--- src/rtl/decode_if.sv ---
// -----------------------------------------------------------------------------
// decode_if
//
// Purpose:
//   Bundles the decode-stage signals: the IF/ID instruction and its control
//   bits, the hazard inputs from the execute stage, the write-back port, and
//   the ID/EX register outputs consumed by the execute stage.
//
// Modports:
//   master - upstream/downstream pipeline view: drives the decode inputs and
//            the write-back port, observes stallOut and the ID/EX outputs.
//   slave  - the decode stage itself.
//
// Signals (all synchronous to the decode-stage clock):
//   ifValid, instruction32, regDst, regWrite, memRead, flush  (to decode)
//   exMemRead, exRt                                           (to decode)
//   wbRegWrite, wbWriteReg, wbWriteData                       (to decode)
//   stallOut, idexValid, idexReadData1/2, idexExtImm, idexRs, idexRt,
//   idexDestReg, idexRegWrite, idexMemRead, idexOpcode, idexFunct,
//   idexShamt                                                 (from decode)
// -----------------------------------------------------------------------------
interface decode_if #(
  parameter int DATA_WIDTH     = 32,
  parameter int REG_ADDR_WIDTH = 5
);
  // Instruction and control from IF/ID
  logic                      ifValid;
  logic [31:0]               instruction32;
  logic                      regDst;
  logic                      regWrite;
  logic                      memRead;
  logic                      flush;

  // Load-use hazard inputs from the instruction currently in ID/EX
  logic                      exMemRead;
  logic [REG_ADDR_WIDTH-1:0] exRt;

  // Write-back port
  logic                      wbRegWrite;
  logic [REG_ADDR_WIDTH-1:0] wbWriteReg;
  logic [DATA_WIDTH-1:0]     wbWriteData;

  // Decode results
  logic                      stallOut;
  logic                      idexValid;
  logic [DATA_WIDTH-1:0]     idexReadData1;
  logic [DATA_WIDTH-1:0]     idexReadData2;
  logic [DATA_WIDTH-1:0]     idexExtImm;
  logic [REG_ADDR_WIDTH-1:0] idexRs;
  logic [REG_ADDR_WIDTH-1:0] idexRt;
  logic [REG_ADDR_WIDTH-1:0] idexDestReg;
  logic                      idexRegWrite;
  logic                      idexMemRead;
  logic [5:0]                idexOpcode;
  logic [5:0]                idexFunct;
  logic [4:0]                idexShamt;

  modport master (
    output ifValid, instruction32, regDst, regWrite, memRead, flush,
    output exMemRead, exRt,
    output wbRegWrite, wbWriteReg, wbWriteData,
    input  stallOut, idexValid, idexReadData1, idexReadData2, idexExtImm,
    input  idexRs, idexRt, idexDestReg, idexRegWrite, idexMemRead,
    input  idexOpcode, idexFunct, idexShamt
  );

  modport slave (
    input  ifValid, instruction32, regDst, regWrite, memRead, flush,
    input  exMemRead, exRt,
    input  wbRegWrite, wbWriteReg, wbWriteData,
    output stallOut, idexValid, idexReadData1, idexReadData2, idexExtImm,
    output idexRs, idexRt, idexDestReg, idexRegWrite, idexMemRead,
    output idexOpcode, idexFunct, idexShamt
  );
endinterface

--- src/rtl/decode_stage.sv ---
// -----------------------------------------------------------------------------
// decode_stage
//
// Purpose:
//   MIPS instruction-decode stage. Splits the instruction into its fields,
//   reads a two-port register file (with write-through bypass from the
//   write-back port), extends the immediate according to the opcode, detects
//   load-use hazards, and captures everything in the ID/EX register. Flush or
//   stall turn the ID/EX load into a bubble.
//
// Ports:
//   clk     - rising-edge clock
//   resetN  - asynchronous active-low reset; clears register file and ID/EX
//   dif     - decode_if.slave bundle (instruction, control, hazard inputs,
//             write-back port, stallOut and all ID/EX outputs)
//
// Parameters:
//   DATA_WIDTH     - datapath/register width (at least 32)
//   REG_ADDR_WIDTH - register index width; the file has 2**REG_ADDR_WIDTH
//                    entries and rs/rt/rd take the low bits of their fields
// -----------------------------------------------------------------------------
module decode_stage #(
  parameter int DATA_WIDTH     = 32,
  parameter int REG_ADDR_WIDTH = 5
) (
  input  logic    clk,
  input  logic    resetN,
  decode_if.slave dif
);

  localparam int DEPTH = 2 ** REG_ADDR_WIDTH;

  // Opcodes whose immediate is zero-extended, plus lui
  localparam logic [5:0] OP_ANDI = 6'h0C;
  localparam logic [5:0] OP_ORI  = 6'h0D;
  localparam logic [5:0] OP_XORI = 6'h0E;
  localparam logic [5:0] OP_LUI  = 6'h0F;

  // ---------------------------------------------------------------------------
  // Immediate extension selected by opcode
  // ---------------------------------------------------------------------------
  function automatic logic [DATA_WIDTH-1:0] ext_imm(input logic [5:0]  op,
                                                     input logic [15:0] imm);
    logic [DATA_WIDTH-1:0] r;
    case (op)
      OP_ANDI, OP_ORI, OP_XORI: begin
        r        = '0;
        r[15:0]  = imm;
      end
      OP_LUI: begin
        // Upper half of the low 32 bits; anything above bit 31 stays zero
        r        = '0;
        r[31:16] = imm;
      end
      default: r = {{(DATA_WIDTH-16){imm[15]}}, imm};
    endcase
    return r;
  endfunction

  // ---------------------------------------------------------------------------
  // Field split
  // ---------------------------------------------------------------------------
  logic [5:0]                opcode;
  logic [4:0]                rs_field;
  logic [4:0]                rt_field;
  logic [4:0]                rd_field;
  logic [4:0]                shamt;
  logic [5:0]                funct;
  logic [15:0]               imm;
  logic [REG_ADDR_WIDTH-1:0] rs;
  logic [REG_ADDR_WIDTH-1:0] rt;
  logic [REG_ADDR_WIDTH-1:0] rd;

  assign opcode   = dif.instruction32[31:26];
  assign rs_field = dif.instruction32[25:21];
  assign rt_field = dif.instruction32[20:16];
  assign rd_field = dif.instruction32[15:11];
  assign shamt    = dif.instruction32[10:6];
  assign funct    = dif.instruction32[5:0];
  assign imm      = dif.instruction32[15:0];

  assign rs = rs_field[REG_ADDR_WIDTH-1:0];
  assign rt = rt_field[REG_ADDR_WIDTH-1:0];
  assign rd = rd_field[REG_ADDR_WIDTH-1:0];

  // ---------------------------------------------------------------------------
  // Register file: register 0 is never written, so it always reads 0
  // ---------------------------------------------------------------------------
  logic [DATA_WIDTH-1:0] regs_q [DEPTH];
  logic                  wb_en;

  assign wb_en = dif.wbRegWrite && (dif.wbWriteReg != '0);

  always_ff @(posedge clk or negedge resetN) begin
    if (!resetN) begin
      for (int i = 0; i < DEPTH; i++) begin
        regs_q[i] <= '0;
      end
    end else if (wb_en) begin
      regs_q[dif.wbWriteReg] <= dif.wbWriteData;
    end
  end

  // Read ports with write-through bypass: a same-cycle write-back is seen
  // before it lands in the file.
  logic [DATA_WIDTH-1:0] read_data1;
  logic [DATA_WIDTH-1:0] read_data2;

  always_comb begin
    read_data1 = '0;
    if (rs != '0) begin
      if (wb_en && (dif.wbWriteReg == rs)) begin
        read_data1 = dif.wbWriteData;
      end else begin
        read_data1 = regs_q[rs];
      end
    end
  end

  always_comb begin
    read_data2 = '0;
    if (rt != '0) begin
      if (wb_en && (dif.wbWriteReg == rt)) begin
        read_data2 = dif.wbWriteData;
      end else begin
        read_data2 = regs_q[rt];
      end
    end
  end

  // ---------------------------------------------------------------------------
  // Destination, gated control and load-use hazard
  // ---------------------------------------------------------------------------
  logic [REG_ADDR_WIDTH-1:0] dest_reg;
  logic                      reg_write_eff;
  logic                      mem_read_eff;
  logic                      stall;

  assign dest_reg      = dif.regDst ? rd : rt;
  assign reg_write_eff = dif.regWrite && dif.ifValid && (dest_reg != '0);
  assign mem_read_eff  = dif.memRead && dif.ifValid;

  // The bypass does not cancel a stall: the load result is not yet available
  // regardless of what write-back is doing this cycle.
  assign stall = dif.ifValid && dif.exMemRead && (dif.exRt != '0) &&
                 ((dif.exRt == rs) || (dif.exRt == rt));

  assign dif.stallOut = stall;

  // ---------------------------------------------------------------------------
  // ID/EX next-state: bubble by default, full load when neither flushed nor
  // stalled. Data fields load even for an invalid instruction.
  // ---------------------------------------------------------------------------
  logic                      valid_d,    valid_q;
  logic [DATA_WIDTH-1:0]     rd1_d,      rd1_q;
  logic [DATA_WIDTH-1:0]     rd2_d,      rd2_q;
  logic [DATA_WIDTH-1:0]     ext_d,      ext_q;
  logic [REG_ADDR_WIDTH-1:0] rs_d,       rs_q;
  logic [REG_ADDR_WIDTH-1:0] rt_d,       rt_q;
  logic [REG_ADDR_WIDTH-1:0] dest_d,     dest_q;
  logic                      regwrite_d, regwrite_q;
  logic                      memread_d,  memread_q;
  logic [5:0]                opcode_d,   opcode_q;
  logic [5:0]                funct_d,    funct_q;
  logic [4:0]                shamt_d,    shamt_q;

  always_comb begin
    valid_d    = 1'b0;
    rd1_d      = '0;
    rd2_d      = '0;
    ext_d      = '0;
    rs_d       = '0;
    rt_d       = '0;
    dest_d     = '0;
    regwrite_d = 1'b0;
    memread_d  = 1'b0;
    opcode_d   = '0;
    funct_d    = '0;
    shamt_d    = '0;
    if (!dif.flush && !stall) begin
      valid_d    = dif.ifValid;
      rd1_d      = read_data1;
      rd2_d      = read_data2;
      ext_d      = ext_imm(opcode, imm);
      rs_d       = rs;
      rt_d       = rt;
      dest_d     = dest_reg;
      regwrite_d = reg_write_eff;
      memread_d  = mem_read_eff;
      opcode_d   = opcode;
      funct_d    = funct;
      shamt_d    = shamt;
    end
  end

  // ---------------------------------------------------------------------------
  // ID/EX register
  // ---------------------------------------------------------------------------
  always_ff @(posedge clk or negedge resetN) begin
    if (!resetN) begin
      valid_q    <= 1'b0;
      rd1_q      <= '0;
      rd2_q      <= '0;
      ext_q      <= '0;
      rs_q       <= '0;
      rt_q       <= '0;
      dest_q     <= '0;
      regwrite_q <= 1'b0;
      memread_q  <= 1'b0;
      opcode_q   <= '0;
      funct_q    <= '0;
      shamt_q    <= '0;
    end else begin
      valid_q    <= valid_d;
      rd1_q      <= rd1_d;
      rd2_q      <= rd2_d;
      ext_q      <= ext_d;
      rs_q       <= rs_d;
      rt_q       <= rt_d;
      dest_q     <= dest_d;
      regwrite_q <= regwrite_d;
      memread_q  <= memread_d;
      opcode_q   <= opcode_d;
      funct_q    <= funct_d;
      shamt_q    <= shamt_d;
    end
  end

  assign dif.idexValid     = valid_q;
  assign dif.idexReadData1 = rd1_q;
  assign dif.idexReadData2 = rd2_q;
  assign dif.idexExtImm    = ext_q;
  assign dif.idexRs        = rs_q;
  assign dif.idexRt        = rt_q;
  assign dif.idexDestReg   = dest_q;
  assign dif.idexRegWrite  = regwrite_q;
  assign dif.idexMemRead   = memread_q;
  assign dif.idexOpcode    = opcode_q;
  assign dif.idexFunct     = funct_q;
  assign dif.idexShamt     = shamt_q;

endmodule

--- src/flat_wrapper.sv ---
// flat-port wrapper written by rule: the top's interface ports become plain ports
module decode_stage_flat 
#(
  parameter int DATA_WIDTH     = 32,
  parameter int REG_ADDR_WIDTH = 5
)
  (clk, resetN, dif_ifValid, dif_instruction32, dif_regDst, dif_regWrite, dif_memRead, dif_flush, dif_exMemRead, dif_exRt, dif_wbRegWrite, dif_wbWriteReg, dif_wbWriteData, dif_stallOut, dif_idexValid, dif_idexReadData1, dif_idexReadData2, dif_idexExtImm, dif_idexRs, dif_idexRt, dif_idexDestReg, dif_idexRegWrite, dif_idexMemRead, dif_idexOpcode, dif_idexFunct, dif_idexShamt);
  decode_if #(.DATA_WIDTH(DATA_WIDTH), .REG_ADDR_WIDTH(REG_ADDR_WIDTH)) dif_i ();
  input  logic clk;
  input  logic resetN;
  input wire logic [$bits(dif_i.ifValid)-1:0] dif_ifValid;
  input wire logic [$bits(dif_i.instruction32)-1:0] dif_instruction32;
  input wire logic [$bits(dif_i.regDst)-1:0] dif_regDst;
  input wire logic [$bits(dif_i.regWrite)-1:0] dif_regWrite;
  input wire logic [$bits(dif_i.memRead)-1:0] dif_memRead;
  input wire logic [$bits(dif_i.flush)-1:0] dif_flush;
  input wire logic [$bits(dif_i.exMemRead)-1:0] dif_exMemRead;
  input wire logic [$bits(dif_i.exRt)-1:0] dif_exRt;
  input wire logic [$bits(dif_i.wbRegWrite)-1:0] dif_wbRegWrite;
  input wire logic [$bits(dif_i.wbWriteReg)-1:0] dif_wbWriteReg;
  input wire logic [$bits(dif_i.wbWriteData)-1:0] dif_wbWriteData;
  output wire logic [$bits(dif_i.stallOut)-1:0] dif_stallOut;
  output wire logic [$bits(dif_i.idexValid)-1:0] dif_idexValid;
  output wire logic [$bits(dif_i.idexReadData1)-1:0] dif_idexReadData1;
  output wire logic [$bits(dif_i.idexReadData2)-1:0] dif_idexReadData2;
  output wire logic [$bits(dif_i.idexExtImm)-1:0] dif_idexExtImm;
  output wire logic [$bits(dif_i.idexRs)-1:0] dif_idexRs;
  output wire logic [$bits(dif_i.idexRt)-1:0] dif_idexRt;
  output wire logic [$bits(dif_i.idexDestReg)-1:0] dif_idexDestReg;
  output wire logic [$bits(dif_i.idexRegWrite)-1:0] dif_idexRegWrite;
  output wire logic [$bits(dif_i.idexMemRead)-1:0] dif_idexMemRead;
  output wire logic [$bits(dif_i.idexOpcode)-1:0] dif_idexOpcode;
  output wire logic [$bits(dif_i.idexFunct)-1:0] dif_idexFunct;
  output wire logic [$bits(dif_i.idexShamt)-1:0] dif_idexShamt;
  assign dif_i.ifValid = dif_ifValid;
  assign dif_i.instruction32 = dif_instruction32;
  assign dif_i.regDst = dif_regDst;
  assign dif_i.regWrite = dif_regWrite;
  assign dif_i.memRead = dif_memRead;
  assign dif_i.flush = dif_flush;
  assign dif_i.exMemRead = dif_exMemRead;
  assign dif_i.exRt = dif_exRt;
  assign dif_i.wbRegWrite = dif_wbRegWrite;
  assign dif_i.wbWriteReg = dif_wbWriteReg;
  assign dif_i.wbWriteData = dif_wbWriteData;
  assign dif_stallOut = dif_i.stallOut;
  assign dif_idexValid = dif_i.idexValid;
  assign dif_idexReadData1 = dif_i.idexReadData1;
  assign dif_idexReadData2 = dif_i.idexReadData2;
  assign dif_idexExtImm = dif_i.idexExtImm;
  assign dif_idexRs = dif_i.idexRs;
  assign dif_idexRt = dif_i.idexRt;
  assign dif_idexDestReg = dif_i.idexDestReg;
  assign dif_idexRegWrite = dif_i.idexRegWrite;
  assign dif_idexMemRead = dif_i.idexMemRead;
  assign dif_idexOpcode = dif_i.idexOpcode;
  assign dif_idexFunct = dif_i.idexFunct;
  assign dif_idexShamt = dif_i.idexShamt;
  decode_stage #(.DATA_WIDTH(DATA_WIDTH), .REG_ADDR_WIDTH(REG_ADDR_WIDTH)) u_core (.clk(clk), .resetN(resetN), .dif(dif_i));
endmodule
--- config.mk ---
export PLATFORM = sky130hd
export DESIGN_NAME = decode_stage_flat
export DESIGN_NICKNAME = d
export VERILOG_FILES = /design/src/rtl/decode_if.sv /design/src/rtl/decode_stage.sv /design/src/flat_wrapper.sv
export SDC_FILE = /design/constraint.sdc
export NUM_CORES = 2
export LEC_CHECK = 0
export CAP_MARGIN = 20
export CORE_ASPECT_RATIO = 0.5
export CORE_MARGIN = 4
export CORE_UTILIZATION = 40
export CTS_BUF_LIST = sky130_fd_sc_hd__clkbuf_8
export DETAILED_ROUTE_END_ITERATION = 8
export PLACE_DENSITY = 0.68
export SYNTH_ARGS = -nofsm -noshare
export SYNTH_HDL_FRONTEND = slang
export SYNTH_SLANG_ARGS = --single-unit
--- constraint.sdc ---
create_clock -name clk -period 1.4 [get_ports clk]
set_input_delay 0.28 -clock clk [delete_from_list [all_inputs] [get_ports clk]]
set_output_delay 0.28 -clock clk [all_outputs]
set_load 0.1 [all_outputs]
==> impl_metrics.csv <==
group,metric,value,unit
yosys,synth_edf_count,0,
sta,fin_ws,-0.460,ns
yosys,syn-num-nets,4290,
floorplanning,die_area,155000,sq um
sta,drv_slew,0,
yosys,synth_top_area_share,48.8,%
finish,final_cell_mix,"1143 x dfrtp_1, 807 x mux2_2, 424 x buf_4",
drt,drt_wl_total,196000,um
yosys,synth_seq_cells,1155,
clocking,cts_tree,"yes",
finish,final_layout_size_suffix_gt1_share,56.5,%
sta,final-setup-viol-count,204,
clocking,clock_path_buffers,3,
critical_path,cp-end-kind,"output port",
run_status,violations,"setup timing",
yosys,synth_largest_area_cell,"dfrtp_1",
sta,final-hold-violation-count,0,
drt,routedWlPerCell,28.3,um
clocking,path_clk_slew,0.06,ns
pwr,powerDensity,1280,nW/um^2
yosys,syn_avg_cell_area,14.1,sq um
finish,fin_area,77200,sq um
critical_path,worst-path-max-fanout,1,
placed_design,routabilityCongestion,0.893,
pwr,p_leak,34.3,nW
drt,num_vias,41800,
sta,max_freq,538,MHz
sta,fin_hold_ws,0.0395,ns
critical_path,cp.required,1.12,ns
finish,syn_to_final_growth,30.5,%
critical_path,path_class,"flip-flop to output port",
critical_path,path_buf_inv,1,
critical_path,cp.arrival,1.58,ns
critical_path,cpLargestDelayFamily,"flip-flops",
grt,antenna_found_initial,6,
floorplanning,die_w,552,um
placed_design,hpwlAfterDp,132000,um
sta,timing.final.crit_share,133,%
placed_design,dp_cells,6539,
floorplanning,start_util,40.4,%
finish,final_nets,4913,
grt,grt_pass1_wl,291000,um
hold_path,hold_path_class,"primary input to flip-flop",
yosys,synth_area_leaders,"dfrtp_1 49%, mux2_2 18%, mux4_2 15%",
clocking,htree_num_levels,4,
drt,drc,0,
drt,route.met3.wl,16000,um
drt,dr.pass1.iters,5,
sta,slew_headroom,51.0,%
yosys,synthArstFlopShare,100,%
yosys,netlist_area,59200,sq um
critical_path,crit_path_start_kind,"flip-flop",
job,drv_cap,0,
critical_path,crit_path_top_delay_cell,"dfrtp_2",
clocking,clkLatencyLatePin,0.92,ns
yosys,synth_cell_types,58,
clocking,cts_made_buffers,174,
yosys,ys.flop_type,"dfrtp_1",
placed_design,place_area,71500,sq um
sta,tightest_slew,0.733,ns
grt,grt_pass1_vias,44200,
drt,vias_per_cell,6.02,
sta,fin_skew,0.0557,ns
grt,grt_max_degree,81,
drt,ant_nets,0,
floorplanning,pin_count,215,
finish,mostFrequentLayoutCell,"dfrtp_1",
floorplanning,core,146000,sq um
critical_path,path_cells,"buf_12",
clocking,clock_sinks,1155,
drt,route.top_layer_used,"met4",
yosys,yosysSeqAreaShare,48.8,%
drt,first_iter_violations,4403,
critical_path,worst_path_largest_cell_delay,0.48,ns
sta,fin_tns_setup,-57.51,ns
clocking,root_buffer,"clkbuf_8",
sta,period_minus_slack,1.86,ns
yosys,synthCells,4207,
finish,stdcell_count,6940,
pwr,totalPowerFinal,98.9,mW
pwr,vdd_drop_max,965,uV
run_status,outcome,"finished, violations left",
grt,grt_usage,25.0,%
placed_design,portBuffers,214,
sta,rsz0062_at_grt,"true",
drt,dr_wl_met2,91900,um
grt,grt.overflow.total,0,
yosys,yosysWarnings,0,
floorplanning,rows,99,
floorplanning,die_y,280,um
drt,met1_length,79800,um
logic make-up after synthesis:
| kind of cell | count (synthesis) | share of synthesized area (%) |
|---|---|---|
| simple gates | 527 | 4.29 |
| buf+inv | 460 | 3.69 |
| flops | 1155 | 48.8 |
| mux | 1700 | 38.9 |
| compound gates | 345 | 3.97 |
| xor+xnor | 20 | 0.296 |
timing repair:
action / in CTS / in global routing
pin swaps: 147 / 73
gates resized for setup: 223 / 107
hold buffers: 25 / 0
gates cloned: 1 / 3
endpoints found under the hold margin: 1201 / 0
endpoints found under the setup margin: 295 / 432
setup buffers: 29 / 28
per-stage QoR:
stage | setup WS [ns] | util, %
after floorplan | -0.518 | -
after global placement | -1.18 | 48.8
after detailed placement | -1.21 | 48.8
after CTS | -0.544 | 52.2
after global routing | -0.502 | 52.8
final | -0.460 | 52.8
path summary, 6_finish.rpt:
path	end	cells past startpoint	slack, ns	startpoint
worst min-delay path	u_core.dif.idexReadData1[30]$_DFF_PN0_	6	0.04	dif_wbRegWrite
worst max-delay path	dif_idexReadData1[0]	1	-0.46	u_core.dif.idexReadData1[0]$_DFF_PN0_
max in group asynchronous	u_core.regs_q[645]$_DFFE_PN0P_	3	0.15	resetN
min in group asynchronous	u_core.regs_q[930]$_DFFE_PN0P_	3	0.11	resetN
worst max register to register	u_core.dif.idexReadData2[30]$_DFF_PN0_	5	-0.26	u_core.regs_q[286]$_DFFE_PN0P_
worst min register to register	u_core.regs_q[1008]$_DFFE_PN0P_	0	0.40	u_core.regs_q[1008]$_DFFE_PN0P_
registers in the layout, summed over array words and instances (netlist names):
name,cells
u_core.dif.idexRt,5
u_core.dif.idexReadData2,32
u_core.dif.idexReadData1,32
u_core.dif.idexExtImm,32
u_core.regs_q,1024
u_core.dif.idexValid,1
u_core.dif.idexOpcode,6
u_core.dif.idexFunct,6
u_core.dif.idexRegWrite,1
u_core.dif.idexMemRead,1
u_core.dif.idexDestReg,5
u_core.dif.idexShamt,5
u_core.dif.idexRs,5
synthesized netlist by cell type (4+ instances only):
library cell	count
nand4_1	5
nand2b_1	7
buf_6	7
a21oi_1	48
buf_4	59
mux4_2	382
mux2i_1	325
mux2_2	972
nor3_1	63
inv_1	4
nor2_1	166
clkbuf_1	213
nor2b_1	9
mux2_1	21
nand3_1	129
buf_2	132
buf_1	42
dfrtp_1	1155
and2_1	45
xnor2_1	18
o21ai_0	63
nand2_1	71
and3_1	4
a22oi_1	218
final cells by class:
cell class,instances,area (sq um)
Antenna cell,5,12.5
Clock buffer,223,3070
Clock inverter,89,543
Fill cell,11700,69200
Inverter,4,15.0
Multi-Input combinational cell,2592,30600
Sequential cell,1155,28900
Tap cell,1969,2460
Timing Repair Buffer,903,11600
power breakdown:
group	internal, mW	switching (mW)	leakage (nW)
Sequential	39.4	4.64	14.8
Clock	14.9	14.1	2.06
Combinational	14.4	11.4	17.4
worst reg2reg max path: cells and delay by family, from the launching register on:
| kind | cells | cell delay (ns) |
|---|---|---|
| muxes | 1 | 0.53 |
| and+or+nand+nor | 3 | 0.48 |
| DFF | 1 | 0.39 |
| AOI/OAI and AO/OA | 1 | 0.15 |
per-layer routing:
| layer | vias to the layer above | GRT usage, % |
|---|---|---|
| met1 | 22300 | 33.5 |
| met3 | 466 | 5.07 |
| met4 | 0 | 10.9 |
| met2 | 1939 | 39.7 |
| met5 | - | 0 |
| li1 | 17100 | - |
(Power assumes the default switching activity.)
